--- src/rtl/ball_pair_collision.sv ---
// Ball-pair collision detector: once per frame checks overlap and approach of two
// balls through a short pipeline and, on a hit, pulses both balls with swapped velocities.
module ball_pair_collision #(
   parameter int unsigned BALL_SIZE       = 16,
   parameter int unsigned COOLDOWN_FRAMES = 4
) (
   input  logic               clk,
   input  logic               resetN,
   input  logic               startOfFrame,
   input  logic               ballA_active,
   input  logic               ballB_active,
   input  logic [10:0]        ballA_topLeftX,
   input  logic [10:0]        ballA_topLeftY,
   input  logic [10:0]        ballB_topLeftX,
   input  logic [10:0]        ballB_topLeftY,
   input  logic signed [31:0] ballA_velX,
   input  logic signed [31:0] ballA_velY,
   input  logic signed [31:0] ballB_velX,
   input  logic signed [31:0] ballB_velY,
   output logic               collisionA,
   output logic               collisionB,
   output logic signed [31:0] newVelAX,
   output logic signed [31:0] newVelAY,
   output logic signed [31:0] newVelBX,
   output logic signed [31:0] newVelBY,
   output logic               engaged
);

   localparam int unsigned BALL_SQ = BALL_SIZE * BALL_SIZE;
   localparam int unsigned CNT_W   = (COOLDOWN_FRAMES < 1) ? 1 : $clog2(COOLDOWN_FRAMES + 1);

   typedef enum logic [2:0] {IDLE, SAMPLE, DIFF, CMP, FIRE, COOLDOWN} state_t;

   state_t             state_q, state_d;
   logic [CNT_W-1:0]   cnt_q, cnt_d;
   logic               engaged_q, engaged_d;
   logic               fire_d, collision_q;

   logic               act_a_q, act_b_q;
   logic [10:0]        ax_q, ay_q, bx_q, by_q;
   logic signed [31:0] vax_q, vay_q, vbx_q, vby_q;
   logic signed [11:0] dx_q, dy_q;
   logic signed [31:0] dvx_q, dvy_q;
   logic signed [31:0] nvax_q, nvay_q, nvbx_q, nvby_q;

   // CMP-stage arithmetic; sign-extended operands keep products exact
   logic signed [23:0] dx24, dy24;
   logic signed [23:0] dx_sq, dy_sq;
   logic [23:0]        dist2;
   logic signed [47:0] dx48, dy48, dvx48, dvy48, dot;
   logic               near, both_act, hit;

   assign dx24     = {{12{dx_q[11]}}, dx_q};
   assign dy24     = {{12{dy_q[11]}}, dy_q};
   assign dx_sq    = dx24 * dx24;
   assign dy_sq    = dy24 * dy24;
   assign dist2    = $unsigned(dx_sq) + $unsigned(dy_sq);
   assign dx48     = {{36{dx_q[11]}}, dx_q};
   assign dy48     = {{36{dy_q[11]}}, dy_q};
   assign dvx48    = {{16{dvx_q[31]}}, dvx_q};
   assign dvy48    = {{16{dvy_q[31]}}, dvy_q};
   assign dot      = (dx48 * dvx48) + (dy48 * dvy48);
   assign near     = (32'(dist2) < BALL_SQ);
   assign both_act = act_a_q & act_b_q;
   assign hit      = both_act & near & dot[47] & ~engaged_q;

   // State register
   always_ff @(posedge clk or negedge resetN) begin
      if (!resetN) begin
         state_q     <= IDLE;
         cnt_q       <= '0;
         engaged_q   <= 1'b0;
         collision_q <= 1'b0;
      end else begin
         state_q     <= state_d;
         cnt_q       <= cnt_d;
         engaged_q   <= engaged_d;
         collision_q <= fire_d;
      end
   end

   // Next-state logic
   always_comb begin
      state_d   = state_q;
      cnt_d     = cnt_q;
      engaged_d = engaged_q;
      fire_d    = 1'b0;
      case (state_q)
         IDLE:     if (startOfFrame) state_d = SAMPLE;
         SAMPLE:   state_d = DIFF;
         DIFF:     state_d = CMP;
         CMP: begin
            if (hit) begin
               state_d   = FIRE;
               fire_d    = 1'b1;
               engaged_d = 1'b1;
            end else begin
               state_d = IDLE;
            end
            if (!near || !both_act) engaged_d = 1'b0;
         end
         FIRE: begin
            state_d = COOLDOWN;
            cnt_d   = CNT_W'(COOLDOWN_FRAMES);
         end
         COOLDOWN: begin
            if (startOfFrame) begin
               if (cnt_q == '0) state_d = SAMPLE;
               else             cnt_d   = cnt_q - CNT_W'(1);
            end
         end
         default:  state_d = IDLE;
      endcase
   end

   // Sample, difference and result registers
   always_ff @(posedge clk or negedge resetN) begin
      if (!resetN) begin
         act_a_q <= 1'b0;  act_b_q <= 1'b0;
         ax_q    <= '0;    ay_q    <= '0;
         bx_q    <= '0;    by_q    <= '0;
         vax_q   <= '0;    vay_q   <= '0;
         vbx_q   <= '0;    vby_q   <= '0;
         dx_q    <= '0;    dy_q    <= '0;
         dvx_q   <= '0;    dvy_q   <= '0;
         nvax_q  <= '0;    nvay_q  <= '0;
         nvbx_q  <= '0;    nvby_q  <= '0;
      end else begin
         if (state_q == SAMPLE) begin
            act_a_q <= ballA_active;    act_b_q <= ballB_active;
            ax_q    <= ballA_topLeftX;  ay_q    <= ballA_topLeftY;
            bx_q    <= ballB_topLeftX;  by_q    <= ballB_topLeftY;
            vax_q   <= ballA_velX;      vay_q   <= ballA_velY;
            vbx_q   <= ballB_velX;      vby_q   <= ballB_velY;
         end
         if (state_q == DIFF) begin
            dx_q  <= $signed({1'b0, bx_q}) - $signed({1'b0, ax_q});
            dy_q  <= $signed({1'b0, by_q}) - $signed({1'b0, ay_q});
            dvx_q <= vbx_q - vax_q;
            dvy_q <= vby_q - vay_q;
         end
         // Equal-mass elastic hit: velocities simply swap
         if (fire_d) begin
            nvax_q <= vbx_q;  nvay_q <= vby_q;
            nvbx_q <= vax_q;  nvby_q <= vay_q;
         end
      end
   end

   assign collisionA = collision_q;
   assign collisionB = collision_q;
   assign newVelAX   = nvax_q;
   assign newVelAY   = nvay_q;
   assign newVelBX   = nvbx_q;
   assign newVelBY   = nvby_q;
   assign engaged    = engaged_q;

endmodule

--- config.mk ---
export PLATFORM = sky130hd
export DESIGN_NAME = ball_pair_collision
export DESIGN_NICKNAME = d
export VERILOG_FILES = /design/src/rtl/ball_pair_collision.sv
export SDC_FILE = /design/constraint.sdc
export NUM_CORES = 2
export LEC_CHECK = 0
export BUFFER_PORTS_ARGS = -buffer_cell sky130_fd_sc_hd__buf_2
export CAP_MARGIN = 20
export CORE_UTILIZATION = 55
export CTS_CLUSTER_DIAMETER = 200
export DETAILED_ROUTE_END_ITERATION = 6
export PLACE_DENSITY = 0.73
export SYNTH_ARGS = -nofsm -noshare
export SYNTH_HDL_FRONTEND = slang
export SYNTH_SLANG_ARGS = --single-unit
export TNS_END_PERCENT = 100
--- constraint.sdc ---
create_clock -name clk -period 9.8 [get_ports clk]
set_clock_uncertainty 0.2 [all_clocks]
set_input_delay 1.96 -clock clk [delete_from_list [all_inputs] [get_ports clk]]
set_output_delay 1.96 -clock clk [all_outputs]
set_load 0.005 [all_outputs]
==> metrics.txt <==
worst hold path type flop to flop; minimum clock period 9.113 ns; clock buffers created by TritonCTS 43; Crit path arrival time 9.38 ns; Fin Setup TNS 0 ns; DRC errors left 0; R2R Setup Slk 0.69 ns; DPL Wire Length 101600 um; Core Box Area 95290 sq um; clock sinks 398; Tcrit/Tclk final 92.99%; register area 9960 sq um; Yosys warning total 0; number of placement rows 113; crit path kind flop to flop; # hold bufs at CTS 0; CP Capture Type flop; layout cells sized above 1 12.23%; Slew Viols, Final 0; sequential share of the synthesized area 18.74%; Max Cap Violations 0; pin count of the biggest net entering global routing 161; routed wl met3 7480 um; post-cts resize count 0; WL/cell 18.19 um; CP Launch Type flop; required time of the critical path 10.07 ns; initial DRC count 2301; Avg Vias per Cell 5.324; Final Hold Fails 0; net count after synthesis 6870; clock buffer depth 3; number of antenna violations at the first check in global routing 1; Die X 312.8 um; fillers 8078; total grt overflow 0; status complete, no violations; synthesized area per cell 9.937 sq um; Post-synth EDFFs 0; clk_lat worst skew 0.59 ns; setup bufs post-CTS 0; IO Port Bufs 307; routability cong. 0.9199; vias in the first global route 39355; first-pass GRT wire length 207100 um; Netlist Area Pre-Place 53130 sq um; vias after detailed routing 36310; Worst-path clk slew 0.07 ns; met2 routed WL 62320 um; DRT Pass-1 Iters 5; Layout area overhead 7.719%; Die Footprint 97850 sq um; Starting Density 55.76%; Worst Max-Slew Pin Slew 1.035 ns; most common cell after layout, fill and taps aside inv_1; Antenna Nets Post-Route 0; Cells after Synth 5347; RSZ-0062 raised after global routing no; CTS tree yes; Primary FF master, synth dfrtp_1; Finished Cell Area 57230 sq um; io pins 308; asr flop ratio synth 100.0%; multi-input logic area 37490 sq um; Setup-failing EPs final 0; Global Route Usage Sum 26.75%; Die Ht 312.8 um; Crit Path Max Fanout 20; H-tree depth 2; fin cells 6820; worst hold margin 0.2966 ns; Nets 7045; DP Area 55780 sq um; clock root buffer clkbuf_16; Yosys cell types 69; drt total wl 124100 um; Metal-1 WL 50810 um; most frequent cells in the layout 1244 x inv_1, 1044 x fa_1, 770 x nand2_1; #FFs+latches synth 398; slew margin rel. 30.86%; top layer in use met4; dpl cells 6742; max frequency 109.7 MHz
routing by layer:
layer  up-vias  track usage (%)
li1      16271                -
met1     18748            36.11
met2      1083            45.56
met3       208            3.527
met4         0            7.395
met5         -                0
metrics by stage:
step	setup WS, ns	utilization, %
floorplan	1.501	-
global placement	0.8968	58.54
detailed placement	0.8341	58.54
CTS	0.7798	60.06
global route	0.3350	60.06
finish	0.6866	60.06
worst max-delay path, stage by stage, from the launching register on:
cell,delay [ns]
dfrtp_1,0.70
and2_1,0.33
fa_1,0.57
fa_1,0.73
inv_1,0.21
fa_1,0.52
inv_1,0.05
fa_1,0.48
fa_1,0.51
fa_1,0.49
inv_1,0.05
fa_1,0.47
inv_1,0.04
ha_1,0.34
inv_1,0.09
o21ai_0,0.12
a2111oi_0,0.44
o2111ai_1,0.17
nor4_1,0.39
nand4_1,0.17
nor4_1,0.22
nand4_1,0.30
or3b_4,0.69
buf_4,0.34
mux2_4,0.33
path summary, 6_finish.rpt:
| check | startpoint | end | depth (start not counted) |
|---|---|---|---|
| worst min register to register | vay_q[19] | newVelBY[19] | 1 |
| worst max register to register | dx_q[11] | newVelBY[17] | 24 |
| min in group asynchronous | resetN | vbx_q[28] | 1 |
| max in group asynchronous | resetN | bx_q[10] | 2 |
| worst min-delay path | vay_q[19] | newVelBY[19] | 1 |
| worst max-delay path | dx_q[11] | newVelBY[17] | 24 |
state kept, by name, indices dropped and copies added, names as in the netlist, 11 cells and up:
signal,cells
vby_q,32
vay_q,32
dx_q,12
newVelBY,32
by_q,11
vbx_q,32
ax_q,11
dy_q,12
bx_q,11
newVelBX,32
ay_q,11
dvy_q,32
newVelAY,32
newVelAX,32
vax_q,32
dvx_q,32
synth_stat cells, types with 21 or more instances:
| cell | instances | area (sq um) |
|---|---|---|
| inv_1 | 1244 | 4669 |
| fa_1 | 1044 | 20900 |
| nand2_1 | 770 | 2890 |
| dfrtp_1 | 398 | 9960 |
| ha_1 | 302 | 3779 |
| and2_1 | 270 | 1689 |
| clkbuf_1 | 225 | 844.6 |
| o21ai_0 | 207 | 1036 |
| mux2_4 | 109 | 1637 |
| mux2_2 | 108 | 1216 |
| nor2_1 | 91 | 341.6 |
| nand2b_1 | 75 | 469.2 |
| a21oi_1 | 69 | 345.3 |
| xnor2_1 | 69 | 604.3 |
| a21o_1 | 44 | 330.3 |
| xor2_1 | 37 | 324.1 |
| nor3_1 | 26 | 130.1 |
| nand3_1 | 21 | 105.1 |
cell families after synthesis:
family | share of synthesized area [%]
buf+inv | 10.72
fa+ha+maj | 46.45
simple gates | 11.55
compound gates | 5.268
flops | 18.74
mux | 5.482
xor+xnor | 1.790
area by class of cell:
cell class | instances | share of cell area, %
diodes | 2 | 0.008744
clock buffers | 59 | 2.127
clock inverters | 17 | 0.4001
inverters | 1244 | 8.158
multi-input cells | 3460 | 65.50
flip-flops and latches | 398 | 17.40
well taps | 1265 | 2.765
repair buffers | 375 | 3.638
Power is not shown: default switching activity piles up to over one toggle a cycle in this logic, so the estimate is an artifact.
